<file path="config.mk">
export PLATFORM = sky130hd
export DESIGN_NAME = sockit_spi_fifo_flat
export DESIGN_NICKNAME = d
export VERILOG_FILES = /design/src/rtl/sockit_spi_fifo_if.sv /design/src/rtl/sockit_spi_fifo.sv /design/src/flat_wrapper.sv
export SDC_FILE = /design/constraint.sdc
export NUM_CORES = 1
export LEC_CHECK = 0
export ABC_AREA = 0
export BUFFER_PORTS_ARGS = -buffer_cell sky130_fd_sc_hd__buf_2
export CORE_ASPECT_RATIO = 1.1
export CORE_MARGIN = 10
export CORE_UTILIZATION = 38
export CTS_BUF_LIST = sky130_fd_sc_hd__clkbuf_8
export DETAILED_ROUTE_END_ITERATION = 16
export GPL_TIMING_DRIVEN = 0
export SLEW_MARGIN = 10
export SYNTH_ARGS = -nofsm -noshare
export SYNTH_HDL_FRONTEND = slang
export SYNTH_SLANG_ARGS = --single-unit
</file>
<file path="constraint.sdc">
create_clock -name clk -period 2.9 [get_ports clk]
set_input_delay 0.58 -clock clk [delete_from_list [all_inputs] [get_ports clk]]
set_output_delay 0.58 -clock clk [all_outputs]
set_load 0.03 [all_outputs]
</file>
<file path="src/rtl/sockit_spi_fifo_if.sv">
// Valid/ready handshake bundle for sockit_spi_fifo: input (drain) side and output (source) side.
// The slave modport is the FIFO's view; master is the producer/consumer view.
interface sockit_spi_fifo_if #(
  parameter int DW = 32
);
  logic          i_vld;
  logic [DW-1:0] i_dat;
  logic          i_rdy;
  logic          o_vld;
  logic [DW-1:0] o_dat;
  logic          o_rdy;

  modport slave (
    input  i_vld, i_dat, o_rdy,
    output i_rdy, o_vld, o_dat
  );

  modport master (
    output i_vld, i_dat, o_rdy,
    input  i_rdy, o_vld, o_dat
  );
endinterface

</file>
<file path="src/rtl/sockit_spi_fifo.sv">
// Synchronous first-word-fall-through valid/ready FIFO for the SPI master data/command paths.
// Optional zero-latency pass-through when empty: define SOCKIT_SPI_FIFO_BYPASS_EN.
module sockit_spi_fifo #(
  parameter int DW    = 32,
  parameter int DEPTH = 4
) (
  input  logic                     clk,
  input  logic                     rst,
  input  logic                     clr,
  sockit_spi_fifo_if.slave         bus,
  output logic [$clog2(DEPTH):0]   cnt
);

  localparam int AW = $clog2(DEPTH);
  localparam int CW = $clog2(DEPTH) + 1;

  logic [DW-1:0] r_mem [DEPTH];
  logic [AW-1:0] r_wp;
  logic [AW-1:0] r_rp;
  logic [CW-1:0] r_cnt;

  logic          w_full;
  logic          w_empty;
  logic          w_o_vld;
  logic [DW-1:0] w_o_dat;
  logic          w_i_trn;
  logic          w_o_trn;
  logic          w_wr;
  logic          w_rd;

  assign w_full  = (r_cnt == CW'(DEPTH));
  assign w_empty = (r_cnt == '0);

  // Ready depends only on occupancy, so upstream never sees a path from o_rdy.
  assign bus.i_rdy = !w_full;
  assign w_i_trn   = bus.i_vld & !w_full;
  assign w_o_trn   = w_o_vld & bus.o_rdy;

`ifdef SOCKIT_SPI_FIFO_BYPASS_EN
  logic w_byp;
  logic w_pass;
  assign w_byp   = w_empty & bus.i_vld;
  assign w_pass  = w_byp & bus.o_rdy;
  assign w_o_vld = !w_empty | bus.i_vld;
  assign w_o_dat = w_byp ? bus.i_dat : r_mem[r_rp];
  assign w_wr    = w_i_trn & !w_pass;
  assign w_rd    = w_o_trn & !w_pass;
`else
  assign w_o_vld = !w_empty;
  assign w_o_dat = r_mem[r_rp];
  assign w_wr    = w_i_trn;
  assign w_rd    = w_o_trn;
`endif

  assign bus.o_vld = w_o_vld;
  assign bus.o_dat = w_o_dat;
  assign cnt       = r_cnt;

  always_ff @(posedge clk) begin
    if (!rst || clr) begin
      r_wp  <= '0;
      r_rp  <= '0;
      r_cnt <= '0;
    end else begin
      if (w_wr) r_wp <= r_wp + 1'b1;
      if (w_rd) r_rp <= r_rp + 1'b1;
      case ({w_wr, w_rd})
        2'b10:   r_cnt <= r_cnt + 1'b1;
        2'b01:   r_cnt <= r_cnt - 1'b1;
        default: r_cnt <= r_cnt;
      endcase
    end
  end

  // NOTE: storage has no reset; contents are only visible once cnt says they are valid.
  always_ff @(posedge clk) begin
    if (rst && !clr && w_wr) r_mem[r_wp] <= bus.i_dat;
  end

endmodule

</file>
<file path="src/flat_wrapper.sv">
// flat-port wrapper written by rule: the top's interface ports become plain ports
module sockit_spi_fifo_flat 
#(
  parameter int DW    = 32,
  parameter int DEPTH = 4
)
  (clk, rst, clr, cnt, bus_i_vld, bus_i_dat, bus_o_rdy, bus_i_rdy, bus_o_vld, bus_o_dat);
  sockit_spi_fifo_if #(.DW(DW)) bus_i ();
  input  logic clk;
  input  logic rst;
  input  logic clr;
  output logic [$clog2(DEPTH):0] cnt;
  input wire logic [$bits(bus_i.i_vld)-1:0] bus_i_vld;
  input wire logic [$bits(bus_i.i_dat)-1:0] bus_i_dat;
  input wire logic [$bits(bus_i.o_rdy)-1:0] bus_o_rdy;
  output wire logic [$bits(bus_i.i_rdy)-1:0] bus_i_rdy;
  output wire logic [$bits(bus_i.o_vld)-1:0] bus_o_vld;
  output wire logic [$bits(bus_i.o_dat)-1:0] bus_o_dat;
  assign bus_i.i_vld = bus_i_vld;
  assign bus_i.i_dat = bus_i_dat;
  assign bus_i.o_rdy = bus_o_rdy;
  assign bus_i_rdy = bus_i.i_rdy;
  assign bus_o_vld = bus_i.o_vld;
  assign bus_o_dat = bus_i.o_dat;
  sockit_spi_fifo #(.DW(DW), .DEPTH(DEPTH)) u_core (.clk(clk), .rst(rst), .clr(clr), .bus(bus_i), .cnt(cnt));
endmodule
</file>
* Yosys cells after proc, flatten, opt, wreduce, memory -nomap -nowiden
Memories as Yosys holds them, arrays and structs flattened. A register that Yosys moved wholly into a read port is not among the register bits. Cells that the tools add are included. W data, S select, Z words.
Cells by class: eq/ne operators 3, bitwise gates (word level) 2, add/sub/neg operators 4, muxes and demuxes 5, reduce and logical (&&, ||, !) cells 9
Operator list (number):
- $pmux W3 S2 | 1
- $add A2 B1 Y2 const B | 2
- $logic_not A1 Y1 | 4
- $mux W2 | 2
- $add A3 B1 Y3 const B | 1
- $eq A3 B3 Y1 const B | 1
- $logic_not A3 Y1 | 1
- $sub A3 B1 Y3 const B | 1
- $and A1 B1 Y1 | 2
- $eq A2 B1 Y1 const B | 1
- $eq A2 B2 Y1 const B | 1
- $logic_and A1 B1 Y1 | 2
- $mux W1 | 2
- $reduce_bool A2 Y1 | 1
- $logic_or A1 B1 Y1 | 1
Word-level totals: memories kept 1, bits in writable memories 128, output and inout bits 37, input port bits 37, register bits 7, word-level logic and storage cells 27
Memory list:
- u_core.r_mem | depth 4, width 32, read ports 1, clocked after Yosys merged registers in 1, wr ports 1, RTL line sockit_spi_fifo.sv:17 | logic [DW-1:0] r_mem [DEPTH];

* Longest topological paths before layout
Gate-level depths: netlist (run 1).
depth in word-level cells 6, depth in mapped cells 9, gate-level depth less buffers 9

* Worst setup path after synthesis (run 1)
Ideal clock, no wire load.
path kind reg2reg, start register u_core.r_cnt[2] (netlist: u_core.cnt[2]), end register u_core.r_cnt[2] (netlist: u_core.cnt[2]), clock period less this slack 2.604 ns, stages on the path, launching flop included 10, path slack 0.296 ns, setup time 0.071 ns, buffers on the path 0, data arrival time 2.533 ns, required time 2.829 ns, path through dfxtp_1 > or3b_4 > and2_4 > inv_1 > ha_1 > inv_1 > fa_1 > xor2_1 > or3_2 > a21oi_1
Between the ends: longest elaborated chain between the ends 5, elaborated cells between the ends (all ways) 12, classes of those cells add/sub (2); eq/ne (3); mux (1); bitwise (2); reduce/logical (4)
RTL lines:
- start: declaration | RTL line sockit_spi_fifo.sv:20 | logic [CW-1:0] r_cnt;
- start signal: assignment | RTL line sockit_spi_fifo.sv:68 | 2'b10: r_cnt <= r_cnt + 1'b1;
- start signal: assignment | RTL line sockit_spi_fifo.sv:69 | 2'b01: r_cnt <= r_cnt - 1'b1;
- start signal: assignment | RTL line sockit_spi_fifo.sv:70 | default: r_cnt <= r_cnt;
- $eq A3 B3 Y1 * | RTL line sockit_spi_fifo.sv:31 | assign w_full = (r_cnt == CW'(DEPTH));
- $logic_not A1 Y1 *
- named net bus_i_rdy | RTL line flat_wrapper.sv:16 | output wire logic [$bits(bus_i.i_rdy)-1:0] bus_i_rdy;
- $and A1 B1 Y1 * | RTL line sockit_spi_fifo.sv:36 | assign w_i_trn = bus.i_vld & !w_full;
- $eq A2 B1 Y1 or $eq A2 B2 Y1 (tied branches) | RTL line sockit_spi_fifo.sv:67 | case ({w_wr, w_rd})
- $pmux W3 S2 or $reduce_bool A2 Y1 (tied branches)
The timed path passes the listed nets; every way through them passes the cells marked *. A chain may end at the register's enable or synchronous reset.

==> results by group, run 1 <==
Logic synthesis
  – Synth Flop Type: edfxtp_1
  – Yosys warning count: 0
  – Cell Area, Synth: 0.00509 sq mm
  – Yosys reg bits: 137
  – Yosys cell types: 26
  – Async S/R FF share, synth: 0%
  – Sequential area share after synthesis: 79.1%
  – EDFF count, synth: 128
  – Synthesized instance count: 218
  – Largest area contributor in the netlist: edfxtp_1
  – Post-synth top area share: 75.6%
  – Syn Nets: 261
  – Synth area leaders: edfxtp_1 (76%), mux4_2 (14%), dfxtp_1 (3.5%), ha_1 (1.2%), xor2_1 (0.52%)
  – Syn avg cell area: 23.3 sq um

Critical path
  – Reg2reg start: u_core.cnt[2]
  – Reg2reg setup slack: 430 ps
  – CP Max Fanout: 10
  – Kind of critical path: reg2out
  – Setup crit end kind: primary output
  – Critical Path Source Type: flip-flop
  – Crit path arrival time: 2040 ps
  – Required time of the worst setup path: 2320 ps

Finish
  – Area of the multi-input gates: 0.00101 sq mm
  – Fill count: 1117
  – Most frequent cells in the layout: edfxtp_1 (128), buf_2 (74), mux4_2 (32), clkbuf_8 (17), inv_1 (10)
  – Final non-filler cell total: 486
  – Fin area: 0.00617 sq mm
  – Area Growth Syn to Fin: 21.3%
  – ANT cells: 0
  – Final #Nets: 357
  – Most common cell after layout, fill and taps aside: edfxtp_1
  – Share of cells above drive strength 1: 45.8%
  – Register area: 0.00402 sq mm

Placement
  – Buffers on Ports: 73
  – Post-Place Cell Area: 0.00577 sq mm
  – HPWL Detailed: 6.20 mm
  – Final GP Congestion: 0.682
  – Placed cells: 456

Clocking
  – CTS H-tree depth: 4
  – CTS buffer count: 17
  – # hold bufs at CTS: 0
  – CTS tree: yes
  – CTS sink cnt: 137
  – Register clock-pin slew on the reported worst setup and hold paths: 70 ps
  – Clock latency on the worst-skew pair: 430 ps
  – # Post-CTS Setup Buffers: 0
  – Bufs on Longest Clock Path: 2
  – # resized after CTS: 0
  – Root Buffer: clkbuf_8

Routing
  – Met2 WL post-DR: 4.74 mm
  – Drt via density: 4.86
  – Vias post-DR: 2364
  – DRT iter0 DRCs: 125
  – Met3 WL: 511 um
  – WL per Instance: 19.2 um
  – Final ANT Viol Nets: 0
  – DR DRC count: 0
  – Wl on met1: 3.86 mm
  – Drt total wl: 9.34 mm
  – DRT Pass-1 Iters: 4
  – DR top layer: met4

GRT
  – Vias in the first global route: 2649
  – Antenna violations before repair: 1
  – Pin count of the biggest net entering global routing: 20
  – First-pass GRT wire length: 14.4 mm
  – GRT Resource Usage Total: 10.8%
  – GRT overflow: 0

Job
  – Max_cap viols: 0

Worst hold path
  – Hold Crit Start: bus_i_dat[20]
  – Tightest Hold Check Type: in2reg

Floorplan
  – Initial Util: 38.7%
  – Height of the die: 141 um
  – Cell row count: 44
  – I/O pin count: 74
  – Die area: 0.0184 sq mm
  – Total core area: 0.0132 sq mm
  – Die width: 130 um

Power
  – Static Leak: 2.09 nW
  – Worst IR drop on VDD: 0.000354 V
  – Power per cell area: 639 mW/mm^2

Status
  – Status: finished clean

Timing
  – Min Hold Slack: 354 ps
  – Post-route clock period utilization: 90.4%
  – Fin crit period: 2620 ps
  – Worst clock skew: 6.81 ps
  – Maximum clock rate: 382 MHz
  – Worst-Margin Slew: 689 ps
  – Final count of hold timing violations: 0
  – RSZ-0062 raised after global routing: false
  – Final Slew Violations: 0
  – Final setup viols: 0
  – Rel. slew slack: 54.1%
[worst paths after layout]
path / to / cells after the start
worst max register to register: u_core.cnt[2] / 9
worst min register to register: u_core.r_wp[0] / 2
worst min-delay path: u_core.r_mem[0][20] / 1
worst max-delay path: bus_o_dat[0] / 3
[stage by stage]
stage	TNS [ps]	setup slack, ps	utilization (%)	total power, mW
2_1_floorplan	0	296	-	2.34
3_3_place_gp	-6590	-73.2	43.0	2.41
3_5_place_dp	0	436	43.8	2.42
4_1_cts	0	184	46.9	4.00
5_1_grt	0	141	46.9	4.09
6_report	0	280	46.9	3.94
[flip-flops by register name, indices dropped and copies added (netlist names), named ones only]
name	count
u_core.r_rp	2
u_core.cnt	3
u_core.r_mem	128
u_core.r_wp	2
[area by class of cell]
type / instances / area share [%]
inverter: 6 / 0.365
sequential: 137 / 65.2
tap: 161 / 3.27
buffer: 7 / 0.629
clock inverter: 13 / 2.68
clock buffer: 17 / 3.79
multi-input combinational: 68 / 16.3
timing repair buffer: 77 / 7.71
[logic make-up (layout without fill, tap and decap cells)]
group | after synthesis | in the layout | synth area share, %
xor+xnor | 4 | 4 | 0.689
simple gates | 19 | 19 | 2.19
flops | 137 | 137 | 79.1
compound gates | 7 | 7 | 1.01
buf+inv | 13 | 120 | 1.21
fa+ha+maj | 6 | 6 | 1.62
mux | 32 | 32 | 14.2
[per-layer routing]
| metal | global-route usage, % | vias up |
|---|---|---|
| li1 | - | 1096 |
| met1 | 12.3 | 1196 |
| met2 | 17.2 | 54 |
| met3 | 3.99 | 18 |
| met4 | 6.22 | 0 |
| met5 | 0 | - |
[worst max-delay path, cell delays in order (launching register included)]
cell and delay, ps:
dfxtp_1 430, buf_1 560, mux4_2 420, buf_2 200
[Yosys cell counts, drive strengths merged (2+ instances only)]
master and number:
nand4 2, buf 7, or3 2, xor2 3, inv 6, o21ai 2
mux4 32, and3 4, ha 5, nor2 6, edfxtp 128, dfxtp 9
a21oi 2
[where the power goes]
group	switching (mW)	internal, mW
logic	0.114	0.0727
registers	0.00770	2.18
clock network	0.659	0.908
total	0.781	3.16
No activity file was read; power rests on OpenSTA's default activity.
==> run 2: changes to the inputs <==
- CTS_BUF_LIST: sky130_fd_sc_hd__clkbuf_8 -> sky130_fd_sc_hd__clkbuf_4 sky130_fd_sc_hd__clkbuf_8 sky130_fd_sc_hd__clkbuf_16
==> results by group, run 2 (synthesized netlist as in run 1, its figures left out) <==
Clocking
  – CTS H-tree depth: 4
  – CTS sink cnt: 137
  – # Post-CTS Setup Buffers: 0
  – CTS buffer count: 17
  – CTS tree: yes
  – Root Buffer: clkbuf_16
  – Clock latency on the worst-skew pair: 410 ps
  – Bufs on Longest Clock Path: 2
  – # resized after CTS: 0
  – Register clock-pin slew on the reported worst setup and hold paths: 50 ps
  – # hold bufs at CTS: 0

Critical path
  – Crit path arrival time: 2020 ps
  – Setup crit end kind: primary output
  – Reg2reg start: u_core.cnt[2]
  – Critical Path Source Type: flip-flop
  – R2r worst-path depth: 9
  – RR Endpoint: u_core.cnt[2]
  – Crit path capture: bus_o_dat[0]
  – Kind of critical path: reg2out
  – Reg2reg setup slack: 430 ps
  – CP Max Fanout: 10
  – Required time of the worst setup path: 2320 ps

Placement
  – Placed cells: 456
  – Buffers on Ports: 73
  – Post-Place Cell Area: 0.00577 sq mm
  – HPWL Detailed: 6.20 mm
  – Final GP Congestion: 0.682

Timing
  – Rel. slew slack: 54.3%
  – Post-route clock period utilization: 89.5%
  – Maximum clock rate: 385 MHz
  – RSZ-0062 raised after global routing: false
  – Worst clock skew: 5.57 ps
  – Setup TNS: 0 ps
  – Worst-Margin Slew: 686 ps
  – Final count of hold timing violations: 0
  – Final Slew Violations: 0
  – Fin crit period: 2600 ps
  – Min Hold Slack: 378 ps
  – Final setup viols: 0

GRT
  – Vias in the first global route: 2648
  – Antenna violations before repair: 1
  – GRT overflow: 0
  – First-pass GRT wire length: 14.5 mm
  – GRT Resource Usage Total: 10.9%
  – Pin count of the biggest net entering global routing: 20

Floorplan
  – Height of the die: 141 um
  – Die area: 0.0184 sq mm
  – Die width: 130 um
  – Total core area: 0.0132 sq mm
  – Cell row count: 44
  – I/O pin count: 74
  – Initial Util: 38.7%

Finish
  – Share of cells above drive strength 1: 47.1%
  – ANT cells: 0
  – Reg with most FFs: u_core.r_mem
  – Most common cell after layout, fill and taps aside: edfxtp_1
  – Fill count: 1088
  – Max reg flops: 128
  – Final #Nets: 357
  – Fin area: 0.00637 sq mm
  – Final non-filler cell total: 486
  – Core Util, Final: 48.4%
  – Most frequent cells in the layout: edfxtp_1 (128), buf_2 (74), mux4_2 (32), clkbuf_16 (17), dfxtp_1 (9)
  – Area Growth Syn to Fin: 25.3%

Routing
  – Drt total wl: 9.39 mm
  – DRT iter0 DRCs: 135
  – Drt via density: 4.93
  – Final ANT Viol Nets: 0
  – DRT Pass-1 Iters: 4
  – DR DRC count: 0
  – Vias post-DR: 2394
  – WL per Instance: 19.3 um

Power
  – Worst IR drop on VDD: 0.000370 V
  – Static Leak: 2.18 nW
  – Power per cell area: 716 mW/mm^2

Job
  – Max_cap viols: 0

Worst hold path
  – Tightest Hold Check Type: in2reg

Status
  – Status: finished clean
-- run 2: layer usage --
| metal | vias up | wire length, um | global-route usage, % |
|---|---|---|---|
| li1 | 1104 | - | - |
| met1 | 1213 | 3930 | 12.5 |
| met2 | 61 | 4740 | 17.2 |
| met3 | 16 | 481 | 3.99 |
| met4 | 0 | 236 | 6.58 |
| met5 | - | 0 | 0 |
-- run 2: worst max-delay path, cell delays in order, from the launching register on --
cell and delay, ps:
dfxtp_1 420, buf_1 560, mux4_2 420, buf_2 200
-- run 2: layout make-up --
class / count / area (sq um) / area share [%]
Sequential cell: 137 / 4020 / 63.1
Buffer: 7 / 38.8 / 0.609
Clock inverter: 9 / 150 / 2.36
Inverter: 6 / 22.5 / 0.353
Multi-Input combinational cell: 68 / 1010 / 15.8
Clock buffer: 21 / 455 / 7.15
Tap cell: 161 / 201 / 3.16
Timing Repair Buffer: 77 / 475 / 7.46
-- run 2: report_power, final --
group          internal [mW]  switching, mW  total, mW
combinational         0.0727          0.114      0.187
clock                   1.46          0.726       2.18
sequential              2.19        0.00769       2.19
-- run 2: how the worst min path moves through the flow --
stage	start	end	slack, ps	cells after the start
after floorplan	u_core.r_wp[0]	u_core.r_wp[0]	460	2
after CTS	bus_i_dat[20]	u_core.r_mem[0][20]	360	1
after global placement	u_core.r_wp[0]	u_core.r_wp[0]	470	2
after detailed placement	u_core.r_wp[0]	u_core.r_wp[0]	490	2
after global routing	bus_i_dat[6]	u_core.r_mem[2][6]	370	1
final	bus_i_dat[18]	u_core.r_mem[0][18]	380	1
-- run 2: stage by stage --
step | power [mW] | setup slack, ps
finish | 4.56 | 304
global route | 4.72 | 182
CTS | 4.62 | 222
detailed placement | 2.42 | 436
global placement | 2.41 | -73.2
floorplan | 2.34 | 296
==> run 3: changes to the inputs <==
- ABC_AREA: 0 -> 1
- CORE_MARGIN: 10 -> 4
==> results by group, run 3 <==
Timing
  – Final Slew Violations: 0
  – RSZ-0062 raised after global routing: false
  – Final setup viols: 0
  – Worst clock skew: 19.0 ps
  – Rel. slew slack: 53.4%
  – Min Hold Slack: 371 ps
  – Setup TNS: 0 ps
  – Post-route clock period utilization: 83.0%
  – Worst-Margin Slew: 697 ps
  – Fin crit period: 2410 ps
  – Maximum clock rate: 415 MHz
  – Final count of hold timing violations: 0

Routing
  – Drt total wl: 11.6 mm
  – Final ANT Viol Nets: 0
  – Drt via density: 4.85
  – DRT Pass-1 Iters: 4
  – Vias post-DR: 3280
  – DR DRC count: 0
  – DRT iter0 DRCs: 145
  – WL per Instance: 17.1 um

Placement
  – Placed cells: 644
  – Post-Place Cell Area: 0.00600 sq mm
  – HPWL Detailed: 7.28 mm
  – Final GP Congestion: 0.724
  – Buffers on Ports: 73

Floorplan
  – Initial Util: 39.5%
  – Cell row count: 44
  – Height of the die: 132 um
  – Die area: 0.0158 sq mm
  – Die width: 120 um
  – Total core area: 0.0134 sq mm
  – I/O pin count: 74

Logic synthesis
  – Yosys reg bits: 137
  – Largest area contributor in the netlist: edfxtp_1
  – Syn avg cell area: 13.8 sq um
  – Async S/R FF share, synth: 0%
  – Most numerous cell in the Yosys netlist: edfxtp_1
  – EDFF count, synth: 128
  – Synthesized instance count: 383
  – Post-synth top area share: 72.8%
  – Top cells by count, synth: edfxtp_1 (128), nor2_1 (77), o21ai_1 (46), o22ai_1 (32), o21ai_0 (20)
  – Synth Flop Type: edfxtp_1
  – Yosys cell types: 23
  – Synth area leaders: edfxtp_1 (73%), nor2_1 (5.5%), o21ai_1 (4.4%), o22ai_1 (3.8%), dfxtp_1 (3.4%)
  – Cell Area, Synth: 0.00528 sq mm
  – Sequential area share after synthesis: 76.2%
  – Yosys warning count: 0
  – Syn Nets: 426

Critical path
  – Required time of the worst setup path: 2320 ps
  – CP Max Fanout: 10
  – R2r worst-path depth: 5
  – Crit path arrival time: 1830 ps
  – Reg2reg start: u_core.cnt[1]
  – Kind of critical path: reg2out
  – Setup crit end kind: primary output
  – Critical Path Source Type: flip-flop
  – RR Endpoint: u_core.r_mem[3][9]
  – Reg2reg setup slack: 790 ps

Finish
  – Area Growth Syn to Fin: 24.7%
  – Fin area: 0.00658 sq mm
  – Most common cell after layout, fill and taps aside: edfxtp_1
  – Reg with most FFs: u_core.r_mem
  – ANT cells: 0
  – Core Util, Final: 49.2%
  – Most frequent cells in the layout: edfxtp_1 (128), buf_2 (82), nor2_1 (73), o21ai_1 (46), o22ai_1 (32)
  – Final #Nets: 522
  – Max reg flops: 128
  – Share of cells above drive strength 1: 27.6%
  – Final non-filler cell total: 676

GRT
  – Vias in the first global route: 3484
  – Pin count of the biggest net entering global routing: 26
  – First-pass GRT wire length: 18.2 mm
  – GRT overflow: 0
  – GRT Resource Usage Total: 15.2%
  – Antenna violations before repair: 1

Clocking
  – Register clock-pin slew on the reported worst setup and hold paths: 60 ps
  – # hold bufs at CTS: 0
  – CTS sink cnt: 137
  – # Post-CTS Setup Buffers: 0
  – CTS buffer count: 17
  – Clock latency on the worst-skew pair: 420 ps
  – CTS H-tree depth: 4
  – CTS tree: yes
  – Root Buffer: clkbuf_16
  – # resized after CTS: 0
  – Bufs on Longest Clock Path: 2

Power
  – Switching pwr: 985 uW
  – P_int: 3.54 mW
  – Worst IR drop on VDD: 0.000322 V
  – Power per cell area: 688 mW/mm^2
  – Clock power share: 46.0%
  – Sequential share of power: 48.5%
  – Power share of the combinational group: 5.5%
  – Switching share of power: 21.8%
  – Static Leak: 2.38 nW

Worst hold path
  – Hold endpoint: u_core.r_mem[0][5]
  – Hold Crit Start: bus_i_dat[5]
  – Hold path depth: 1
  – Tightest Hold Check Type: in2reg

Status
  – Status: finished clean

Job
  – Max_cap viols: 0
==> run 3: changes by cell type after synthesis, sizes merged, moves of 2 or more <==
cell   previous run  this run
and3              4         0
buf               7        18
inv               6        20
mux4             32         0
nand2             1        15
nand3             0         4
nand4             2         0
nor2              6        79
o21ai             2        66
o22ai             0        32
or3               2         0
xor2              3         0
==> run 3: critical path: stages, from the launching register on <==
cell and delay, ps:
dfxtp_1 340, clkbuf_1 410, o21ai_0 170, o22ai_1 250
buf_2 250
==> run 3: area by class of cell <==
cell class / instances / area (sq um)
Tap cell: 184 / 230
Clock buffer: 18 / 433
Timing Repair Buffer: 77 / 460
Sequential cell: 137 / 4020
Buffer: 19 / 143
Inverter: 20 / 80.1
Clock inverter: 14 / 150
Multi-Input combinational cell: 207 / 1060
Fill cell: 1158 / 6800
==> run 3: cells by family after synthesis <==
| logic type | share of synthesized area [%] |
|---|---|
| AOI/OAI and AO/OA | 10.5 |
| adders and majority gates | 1.56 |
| buffers and inverters | 4.22 |
| DFF | 76.2 |
| and+or+nand+nor | 7.44 |
==> run 3: power by group through the flow <==
stage	registers, mW	clock network [mW]	logic [mW]
floorplan	2.24	0	0.140
global placement	2.24	0	0.240
detailed placement	2.24	0	0.254
CTS	2.20	2.13	0.255
global route	2.20	2.22	0.275
finish	2.20	2.08	0.250
==> run 3: how the worst max path moves through the flow <==
stage                       start                 end  slack (ps)  depth (start not counted)
global route            flip-flop       bus_o_dat[29]         390                          4
global placement              clr  u_core.r_mem[3][7]       -1290                          4
floorplan           u_core.cnt[0]  u_core.r_mem[0][0]         180                          4
CTS                     flip-flop       bus_o_dat[29]         490                          4
finish                  flip-flop       bus_o_dat[29]         490                          4
detailed placement            clr  u_core.r_mem[3][7]         410                          5
==> run 3: per-stage QoR <==
| step | power, mW | worst slack (ps) |
|---|---|---|
| 2_1_floorplan | 2.38 | 184 |
| 3_3_place_gp | 2.48 | -1290 |
| 3_5_place_dp | 2.49 | 408 |
| 4_1_cts | 4.58 | 488 |
| 5_1_grt | 4.69 | 388 |
| 6_report | 4.53 | 493 |
==> run 3: per-layer routing <==
layer  vias up  GRT usage, %  share of wire, %
met5         -             0              0.11
li1       1597             -                 -
met3        18          4.26               4.8
met2        79          26.3                52
met4         2          6.30               1.8
met1      1584          17.7                42
